File: config.mk
export PLATFORM = sky130hd
export DESIGN_NAME = vga_pixel_driver_flat
export DESIGN_NICKNAME = d
export VERILOG_FILES = /design/src/rtl/vga_pkg.sv /design/src/rtl/vga_pixel_driver_if.sv /design/src/rtl/vga_sync_counter.sv /design/src/rtl/vga_pixel_driver.sv /design/src/flat_wrapper.sv
export SDC_FILE = /design/constraint.sdc
export NUM_CORES = 1
export LEC_CHECK = 0
export CAP_MARGIN = 20
export CORE_MARGIN = 4
export CORE_UTILIZATION = 30
export DETAILED_ROUTE_END_ITERATION = 7
export RECOVER_POWER = 100
export REMOVE_ABC_BUFFERS = 1
export SYNTH_ARGS = -nofsm -noshare
export SYNTH_HDL_FRONTEND = slang
export SYNTH_SLANG_ARGS = --single-unit
File: constraint.sdc
create_clock -name clk -period 2.1 [get_ports clk]
set_input_delay 0.63 -clock clk [delete_from_list [all_inputs] [get_ports clk]]
set_output_delay 0.63 -clock clk [all_outputs]
set_load 0.05 [all_outputs]
File: src/rtl/vga_pkg.sv
// VGA 640x480@60 timing constants and test-pattern mode encoding shared by the driver and its counter.
package vga_pkg;

  localparam int H_ACTIVE_DEF = 640;
  localparam int H_FP         = 16;
  localparam int H_SYNC       = 96;
  localparam int H_BP         = 48;
  localparam int H_TOTAL      = H_ACTIVE_DEF + H_FP + H_SYNC + H_BP;

  localparam int V_ACTIVE_DEF = 480;
  localparam int V_FP         = 10;
  localparam int V_SYNC       = 2;
  localparam int V_BP         = 33;
  localparam int V_TOTAL      = V_ACTIVE_DEF + V_FP + V_SYNC + V_BP;

  // Colour bars are a fixed width regardless of the active line length.
  localparam int BAR_WIDTH    = 80;

  typedef enum logic [1:0] {
    PAT_GRADIENT = 2'd0,
    PAT_BARS     = 2'd1,
    PAT_SOLID    = 2'd2,
    PAT_CHECKER  = 2'd3
  } pat_mode_e;

  function automatic logic [7:0] rep2(input logic [1:0] f);
    return {4{f}};
  endfunction

endpackage

File: src/rtl/vga_pixel_driver_if.sv
// Registered VGA pin bundle: sync/blank flags, complementary DAC codes and MSB copies.
interface vga_pixel_driver_if;
  logic       hsync;
  logic       vsync;
  logic       hblank;
  logic       vblank;
  logic [7:0] r;
  logic [7:0] g;
  logic [7:0] b;
  logic [7:0] rn;
  logic [7:0] gn;
  logic [7:0] bn;
  logic       r7;
  logic       g7;
  logic       b7;
  logic       r6;
  logic       g6;
  logic       b6;

  modport master (
    output hsync, vsync, hblank, vblank,
    output r, g, b, rn, gn, bn,
    output r7, g7, b7, r6, g6, b6
  );

  modport slave (
    input hsync, vsync, hblank, vblank,
    input r, g, b, rn, gn, bn,
    input r7, g7, b7, r6, g6, b6
  );
endinterface

File: src/rtl/vga_sync_counter.sv
// Pixel/line counters with unregistered sync and blank terms; latency 0 (combinational from hc/vc).
// No backpressure: free-running from the pixel clock.
module vga_sync_counter
  import vga_pkg::*;
#(
  parameter int H_ACTIVE = H_ACTIVE_DEF,
  parameter int V_ACTIVE = V_ACTIVE_DEF
) (
  input  logic       clk,
  input  logic       rst_n,
  output logic [9:0] hc,
  output logic [9:0] vc,
  output logic       eof,
  output logic       hsync_c,
  output logic       vsync_c,
  output logic       hblank_c,
  output logic       vblank_c
);

  // Porch and sync widths stay fixed; only the active region scales.
  localparam int HT = H_TOTAL - H_ACTIVE_DEF + H_ACTIVE;
  localparam int VT = V_TOTAL - V_ACTIVE_DEF + V_ACTIVE;

  localparam logic [9:0] H_LAST   = 10'(HT - 1);
  localparam logic [9:0] V_LAST   = 10'(VT - 1);
  localparam logic [9:0] H_VIS    = 10'(H_ACTIVE);
  localparam logic [9:0] V_VIS    = 10'(V_ACTIVE);
  localparam logic [9:0] HS_START = 10'(H_ACTIVE + H_FP);
  localparam logic [9:0] HS_END   = 10'(H_ACTIVE + H_FP + H_SYNC);
  localparam logic [9:0] VS_START = 10'(V_ACTIVE + V_FP);
  localparam logic [9:0] VS_END   = 10'(V_ACTIVE + V_FP + V_SYNC);

  logic eol;

  assign eol = (hc == H_LAST);
  assign eof = eol && (vc == V_LAST);

  always_ff @(posedge clk or negedge rst_n) begin
    if (!rst_n) begin
      hc <= '0;
      vc <= '0;
    end else if (eol) begin
      hc <= '0;
      vc <= (vc == V_LAST) ? '0 : vc + 10'd1;
    end else begin
      hc <= hc + 10'd1;
    end
  end

  assign hblank_c = (hc >= H_VIS);
  assign vblank_c = (vc >= V_VIS);
  assign hsync_c  = !((hc >= HS_START) && (hc < HS_END));
  assign vsync_c  = !((vc >= VS_START) && (vc < VS_END));

endmodule

File: src/rtl/vga_pixel_driver.sv
// VGA 640x480@60 timing plus test-pattern generator; VGA_PIXEL_DRIVER_ANIM_EN scrolls modes 0/3 per frame.
// Latency 1 cycle from counter state to every pin; no backpressure (free-running pixel stream).
module vga_pixel_driver
  import vga_pkg::*;
#(
  parameter int H_ACTIVE = H_ACTIVE_DEF,
  parameter int V_ACTIVE = V_ACTIVE_DEF
) (
  input  logic                      clk,
  input  logic                      rst_n,
  input  logic [7:0]                ui_in,
  vga_pixel_driver_if.master        vga
);

  logic [9:0] hc;
  logic [9:0] vc;
  logic       eof;
  logic       hsync_c;
  logic       vsync_c;
  logic       hblank_c;
  logic       vblank_c;

  vga_sync_counter #(
    .H_ACTIVE (H_ACTIVE),
    .V_ACTIVE (V_ACTIVE)
  ) u_sync (
    .clk      (clk),
    .rst_n    (rst_n),
    .hc       (hc),
    .vc       (vc),
    .eof      (eof),
    .hsync_c  (hsync_c),
    .vsync_c  (vsync_c),
    .hblank_c (hblank_c),
    .vblank_c (vblank_c)
  );

  // Configuration is sampled once per frame at the start of vertical blanking,
  // so a change never tears the visible picture.
  logic [7:0] mode_q;
  pat_mode_e  mode;

  always_ff @(posedge clk or negedge rst_n) begin
    if (!rst_n) begin
      mode_q <= '0;
    end else if ((hc == '0) && (vc == 10'(V_ACTIVE))) begin
      mode_q <= ui_in;
    end
  end

  assign mode = pat_mode_e'(mode_q[1:0]);

  logic [7:0] hx;

`ifdef VGA_PIXEL_DRIVER_ANIM_EN
  logic [7:0] fc;

  always_ff @(posedge clk or negedge rst_n) begin
    if (!rst_n) begin
      fc <= '0;
    end else if (eof) begin
      fc <= fc + 8'd1;
    end
  end

  assign hx = hc[7:0] + fc;
`else
  logic frame_end_unused;

  assign frame_end_unused = eof;
  assign hx               = hc[7:0];
`endif

  logic [2:0] bar;
  logic [7:0] r_d;
  logic [7:0] g_d;
  logic [7:0] b_d;

  assign bar = 3'(hc / 10'(BAR_WIDTH));

  always_comb begin
    r_d = '0;
    g_d = '0;
    b_d = '0;
    case (mode)
      PAT_GRADIENT: begin
        r_d = hx;
        g_d = vc[7:0];
        b_d = hc[7:0] ^ vc[7:0];
      end
      PAT_BARS: begin
        r_d = {8{bar[2]}};
        g_d = {8{bar[1]}};
        b_d = {8{bar[0]}};
      end
      PAT_SOLID: begin
        r_d = rep2(mode_q[7:6]);
        g_d = rep2(mode_q[5:4]);
        b_d = rep2(mode_q[3:2]);
      end
      PAT_CHECKER: begin
        r_d = {8{hx[5] ^ vc[5]}};
        g_d = r_d;
        b_d = r_d;
      end
      default: ;
    endcase
    if (hblank_c || vblank_c) begin
      r_d = '0;
      g_d = '0;
      b_d = '0;
    end
  end

  // p, n and MSB copies all load from r_d/g_d/b_d on the same edge, so a DAC
  // pair can never momentarily show equal levels.
  always_ff @(posedge clk or negedge rst_n) begin
    if (!rst_n) begin
      vga.hsync  <= 1'b1;
      vga.vsync  <= 1'b1;
      vga.hblank <= 1'b1;
      vga.vblank <= 1'b1;
      vga.r      <= 8'h00;
      vga.g      <= 8'h00;
      vga.b      <= 8'h00;
      vga.rn     <= 8'hFF;
      vga.gn     <= 8'hFF;
      vga.bn     <= 8'hFF;
      vga.r7     <= 1'b0;
      vga.g7     <= 1'b0;
      vga.b7     <= 1'b0;
      vga.r6     <= 1'b0;
      vga.g6     <= 1'b0;
      vga.b6     <= 1'b0;
    end else begin
      vga.hsync  <= hsync_c;
      vga.vsync  <= vsync_c;
      vga.hblank <= hblank_c;
      vga.vblank <= vblank_c;
      vga.r      <= r_d;
      vga.g      <= g_d;
      vga.b      <= b_d;
      vga.rn     <= ~r_d;
      vga.gn     <= ~g_d;
      vga.bn     <= ~b_d;
      vga.r7     <= r_d[7];
      vga.g7     <= g_d[7];
      vga.b7     <= b_d[7];
      vga.r6     <= r_d[6];
      vga.g6     <= g_d[6];
      vga.b6     <= b_d[6];
    end
  end

endmodule

File: src/flat_wrapper.sv
// flat-port wrapper written by rule: the top's interface ports become plain ports
module vga_pixel_driver_flat import vga_pkg::*;
#(
  parameter int H_ACTIVE = H_ACTIVE_DEF,
  parameter int V_ACTIVE = V_ACTIVE_DEF
)
  (clk, rst_n, ui_in, vga_hsync, vga_vsync, vga_hblank, vga_vblank, vga_r, vga_g, vga_b, vga_rn, vga_gn, vga_bn, vga_r7, vga_g7, vga_b7, vga_r6, vga_g6, vga_b6);
  vga_pixel_driver_if vga_i ();
  input  logic clk;
  input  logic rst_n;
  input  logic [7:0] ui_in;
  output wire logic [$bits(vga_i.hsync)-1:0] vga_hsync;
  output wire logic [$bits(vga_i.vsync)-1:0] vga_vsync;
  output wire logic [$bits(vga_i.hblank)-1:0] vga_hblank;
  output wire logic [$bits(vga_i.vblank)-1:0] vga_vblank;
  output wire logic [$bits(vga_i.r)-1:0] vga_r;
  output wire logic [$bits(vga_i.g)-1:0] vga_g;
  output wire logic [$bits(vga_i.b)-1:0] vga_b;
  output wire logic [$bits(vga_i.rn)-1:0] vga_rn;
  output wire logic [$bits(vga_i.gn)-1:0] vga_gn;
  output wire logic [$bits(vga_i.bn)-1:0] vga_bn;
  output wire logic [$bits(vga_i.r7)-1:0] vga_r7;
  output wire logic [$bits(vga_i.g7)-1:0] vga_g7;
  output wire logic [$bits(vga_i.b7)-1:0] vga_b7;
  output wire logic [$bits(vga_i.r6)-1:0] vga_r6;
  output wire logic [$bits(vga_i.g6)-1:0] vga_g6;
  output wire logic [$bits(vga_i.b6)-1:0] vga_b6;
  assign vga_hsync = vga_i.hsync;
  assign vga_vsync = vga_i.vsync;
  assign vga_hblank = vga_i.hblank;
  assign vga_vblank = vga_i.vblank;
  assign vga_r = vga_i.r;
  assign vga_g = vga_i.g;
  assign vga_b = vga_i.b;
  assign vga_rn = vga_i.rn;
  assign vga_gn = vga_i.gn;
  assign vga_bn = vga_i.bn;
  assign vga_r7 = vga_i.r7;
  assign vga_g7 = vga_i.g7;
  assign vga_b7 = vga_i.b7;
  assign vga_r6 = vga_i.r6;
  assign vga_g6 = vga_i.g6;
  assign vga_b6 = vga_i.b6;
  vga_pixel_driver #(.H_ACTIVE(H_ACTIVE), .V_ACTIVE(V_ACTIVE)) u_core (.clk(clk), .rst_n(rst_n), .ui_in(ui_in), .vga(vga_i));
endmodule
==> run metrics, run 1 <==
commonest non-fill, non-tap cell in the layout=dfrtp_1; Critical Path RT=~1.5 ns; Mapped Area=between 3000 and 4000 um^2; Post-synth EDFFs=0; Top FF cell, synth=dfrtp_1; slowest CP cell=dfstp_2; Tightest Pin Transition=1.36 ns; TNS Setup=0 ns; syn avg cell area=~11 um^2; synth-to-layout area growth=23.1%; Placement Cell Area=4460 um^2; CTS H-tree depth=3; Crit Path Category=register to output port; Die Span Y=119 um; layout cells sized above 1=approximately a quarter; CP endpoint kind=output port; Worst path top cell family by delay=flip-flops; worst hold path class=register to register; CTS tree=done; critical path launch point type=register; synth warn=0; DRT iter0 DRCs=approximately 210; count of state elements after synthesis=80; DRC viols=0; Seq/Total Area, Yosys=54.8%; post-CTS sizing=0; total grt overflow=0; setup bufs post-CTS=0; fin crit period=~1.9 ns; slowest stage delay, CP=~0.51 ns; clock sink count=80; period utilisation layout=roughly 92%; RSZ-0062 raised after global routing=false; Bufs on Longest Clock Path=2; First-pass DRT Iterations=4; hold-fix buffer count after cts=0; Critical Path AT=1.31 ns; die width=between 100 and 150 um; Port Buffers=67; RePlAce Congestion=0.855; CP Cell Sequence=buf_1; CP Buf/Inv Count=1; later-pin clock latency in the skew report=0.34 ns; clock skew=slightly above 0.007 ns; Final Hold Fails=0; vias=2,735; slew margin rel.=9.57%; commonest cells after routing, fill and taps aside=dfrtp_1 (51), clkbuf_1 (39), dfstp_2 (28), nor2_1 (26), clkbuf_2 (24); fin area=4570 um^2; initial antenna violation count=0; status=finished clean; TritonCTS Buffers=9; largest net degree at the start of global routing=39; HPWL after DPL=approximately 6400 um; leak pwr=1.93 nW; initial core utilization=30.8%; clock root cell=clkbuf_16; Yosys top cell area share=35.0%; CTS clock-pin slew for the worst setup and hold paths=0.06 ns; Die ar.=14,200 um^2; Vias/cell=4.68; Cell Pwr Density=~720 nW/um^2; largest cells by area after synthesis=dfrtp_1 (35%), dfstp_2 (20%), o21ai_0 (2.8%); Max Cap Viol=0; critical path fanouts, max=1; total track usage=12.4%; nets=426; Core ar.=12,100 um^2; Antenna Nets Post-Route=0; Top-Level Pins=68; Rows=40; power after layout=3.27 mW; vias in the first global route=2,763; Slew Limit Fails=0; WHS=0.514 ns; first-pass GRT wire length=14,200 um; post-synth cell types=53; Finish-stage setup viols=0; final core utilization=37.9%; antenna cells=0; detailed-route wire length=between 8000 and 9000 um; maximum vdd ir drop=between 200 and 300 uV; max frequency=515 MHz; Synth area leader=dfrtp_1; Mapped Cells=341; Async S/R FF share, synth=100%; Routed WL per cell=14.5 um
==> per-layer routing <==
layer / vias to the layer above / global-route usage [%] / share of wire, %
li1: 1327 / - / -
met1: 1338 / 16.1 / 46
met2: 58 / 20.0 / 48
met3: 12 / 3.32 / 4.3
met4: 0 / 4.37 / 1.5
met5: - / 0 / 0
==> layout make-up <==
type                            count  area, um^2
Multi-Input combinational cell    219        1460
Fill cell                        1215        7490
Sequential cell                    80        2040
Timing Repair Buffer               90         498
Tap cell                          168         210
Inverter                           12        45.0
Clock inverter                      7         103
Clock buffer                        9         225
==> through the flow <==
stage / cells / setup slack [ns]
detailed placement: 569 / 0.152
global placement: 569 / 0.212
CTS: 585 / 0.132
finish: 585 / 0.160
global route: 585 / 0.0198
floorplan: 311 / 0.151
==> cell usage after synthesis, drive strengths merged (6+ instances only) <==
cell type	n
xor2	11
nor3	11
o211a	10
xnor2	7
a21oi	6
nand3	7
nand2	23
dfstp	28
clkbuf	7
nor2	27
o21ai	23
dfrtp	52
nand2b	12
o211ai	12
inv	12
buf	23
or3	7
==> state kept, by name, indices dropped and copies added (netlist names) <==
register,flops
u_core.vga.hsync,1
u_core.u_sync.hc,10
u_core.vga.g,8
u_core.vga.hblank,1
u_core.u_sync.vc,10
u_core.vga.r,8
u_core.vga.vblank,1
u_core.vga.bn,8
u_core.mode_q,8
u_core.vga.b,8
u_core.vga.gn,8
u_core.vga.rn,8
u_core.vga.vsync,1
==> logic make-up (layout without fill, tap and decap cells) <==
| logic type | count (synthesis) | count (layout) | share of synthesized area [%] |
|---|---|---|---|
| fa+ha+maj | 5 | 5 | 1.62 |
| mux | 5 | 5 | 1.48 |
| flops | 80 | 80 | 54.8 |
| xor+xnor | 18 | 18 | 4.24 |
| simple gates | 124 | 124 | 19.1 |
| buf+inv | 42 | 118 | 6.06 |
| compound gates | 67 | 67 | 12.7 |
==> power by group <==
part	internal [mW]	switching (mW)
registers	1.54	0
logic	0.0179	0.0319
clock network	1.05	0.628
==> path summary, 6_finish.rpt <==
check / startpoint / to / slack [ns] / cells past startpoint
setup / recovery: u_core.vga.gn[3]$_DFF_PN1_ / vga_gn[3] / 0.16 / 1
hold / removal: u_core.mode_q[3]$_DFFE_PN0P_ / u_core.mode_q[3]$_DFFE_PN0P_ / 0.51 / 1
setup reg to reg: u_core.u_sync.hc[8]$_DFF_PN0_ / u_core.vga.b[2]$_DFF_PN0_ / 0.17 / 5
hold reg to reg: u_core.mode_q[3]$_DFFE_PN0P_ / u_core.mode_q[3]$_DFFE_PN0P_ / 0.51 / 1
max in group asynchronous: rst_n / u_core.vga.hblank$_DFF_PN1_ / 0.32 / 2
min in group asynchronous: rst_n / u_core.vga.r[2]$_DFF_PN0_ / 0.58 / 1
Power figures use the tool's default switching activity.
==> inputs of run 2 (changes only) <==
CORE_ASPECT_RATIO = 0.6   (was default)
==> run metrics, run 2 (synthesis results as in run 1) <==
WHS=between 0.5 and 0.6 ns; Crit Path Category=register to register; Rows=31; fin crit period=1.97 ns; CP Buf/Inv Count=2; Finish-stage setup viols=0; leak pwr=1.94 nW; CP Cell Sequence=and4_1 > or2_0 > nor2_4 > buf_4 > clkbuf_2 > o211a_1; layout cells sized above 1=24.3%; Routed WL per cell=15.7 um; Worst path top cell family by delay=simple AND/OR/NAND/NOR gates; Die Span Y=roughly 94 um; power after layout=3.22 mW; First-pass DRT Iterations=4; period utilisation layout=93.9%; Critical Path RT=between 2 and 2.5 ns; CTS H-tree depth=3; clock root cell=clkbuf_16; Final Hold Fails=0; slowest stage delay, CP=around 0.49 ns; hold-fix buffer count after cts=0; fin area=4600 um^2; RePlAce Congestion=0.882; worst hold path class=register to register; setup bufs post-CTS=0; final core utilization=38.0%; clock sink count=80; vias=2,739; TNS Setup=0 ns; CTS tree=done; critical path launch point type=register; Cell Pwr Density=700 nW/um^2; antenna cells=0; slowest CP cell=dfrtp_1; critical path fanouts, max=16; Antenna Nets Post-Route=0; Slew Limit Fails=26; die width=152 um; vias in the first global route=2,698; status=finished, violations left; post-CTS sizing=0; HPWL after DPL=just under 7000 um; TritonCTS Buffers=9; detailed-route wire length=~9200 um; RSZ-0062 raised after global routing=false; DRC viols=0; Vias/cell=4.68; max frequency=between 500 and 600 MHz; maximum vdd ir drop=~360 uV; CTS clock-pin slew for the worst setup and hold paths=0.06 ns; Core ar.=12,100 um^2; Tightest Pin Transition=1.54 ns; Placement Cell Area=approximately 4500 um^2; Placement Setup Slack=0.0664 ns; commonest non-fill, non-tap cell in the layout=dfrtp_1; Bufs on Longest Clock Path=2; biggest regs=u_core.u_sync.hc x10, u_core.u_sync.vc x10; Finished Layout Cells=585; commonest cells after routing, fill and taps aside=dfrtp_1 (50), clkbuf_1 (41), dfstp_2 (27), nor2_1 (26), clkbuf_2 (24); nets=roughly 430; slew margin rel.=-2.36%; total grt overflow=0; fin worst setup slack=0.128 ns; total track usage=13.6%; Max Cap Viol=1; Top-Level Pins=68; initial core utilization=30.7%; DRT iter0 DRCs=197; Port Buffers=between 60 and 70; first-pass GRT wire length=14,800 um; synth-to-layout area growth=23.7%; initial antenna violation count=0; Critical Path AT=2.24 ns; largest net degree at the start of global routing=40; # placed instances=569; later-pin clock latency in the skew report=between 0.3 and 0.4 ns; clock skew=roughly 0.0071 ns; CP endpoint kind=register; Die ar.=14,300 um^2; failing checks=capacitance limit, slew limit
-- run 2: changes by cell type in the layout (fill, tap and decap cells not counted), sizes merged --
| cell | delta |
|---|---|
| bufinv | -1 |
| clkbuf | +6 |
| inv | -2 |
-- run 2: layout make-up --
| type | count | area, um^2 |
|---|---|---|
| repair buffers | 93 | 529 |
| clock inverters | 4 | 51.3 |
| clock buffers | 12 | 267 |
| multi-input cells | 219 | 1460 |
| inverters | 12 | 45.0 |
| flip-flops and latches | 80 | 2040 |
| well taps | 165 | 206 |
| fillers | 1254 | 7500 |
-- run 2: worst paths after layout --
path	from	end	slack [ns]	cells after the start
worst max-delay path	u_core.u_sync.vc[5]$_DFFE_PN0N_	u_core.vga.r[0]$_DFF_PN0_	0.13	6
worst min-delay path	u_core.mode_q[5]$_DFFE_PN0P_	u_core.mode_q[5]$_DFFE_PN0P_	0.51	1
worst max register to register	u_core.u_sync.vc[5]$_DFFE_PN0N_	u_core.vga.r[0]$_DFF_PN0_	0.13	6
worst min register to register	u_core.mode_q[5]$_DFFE_PN0P_	u_core.mode_q[5]$_DFFE_PN0P_	0.51	1
max in group asynchronous	rst_n	u_core.vga.gn[5]$_DFF_PN1_	0.39	2
min in group asynchronous	rst_n	u_core.u_sync.hc[4]$_DFF_PN0_	0.67	1
-- run 2: where the power goes --
part           leakage, nW  total (mW)  switching (mW)  internal, mW
sequential           0.917        1.54               0          1.54
combinational        0.873      0.0508          0.0322        0.0185
clock                0.155        1.62           0.607          1.02
total                 1.94        3.22           0.639          2.58
-- run 2: routing by layer --
metal | GRT usage, % | wire [um] | share of wire [%]
met1 | 20.7 | 4790 | 52
met2 | 18.7 | 3770 | 41
met3 | 4.05 | 546 | 6.0
met4 | 3.14 | 48 | 0.52
met5 | 0 | 0 | 0
-- run 2: worst reg2reg max path, delay by kind of cell, from the launching register on --
family	cells	cell delay, ns
AO/OA/AOI/OAI	1	0.25
buffers and inverters	2	0.48
AND/OR/NAND/NOR	3	0.67
flip-flops	1	0.49
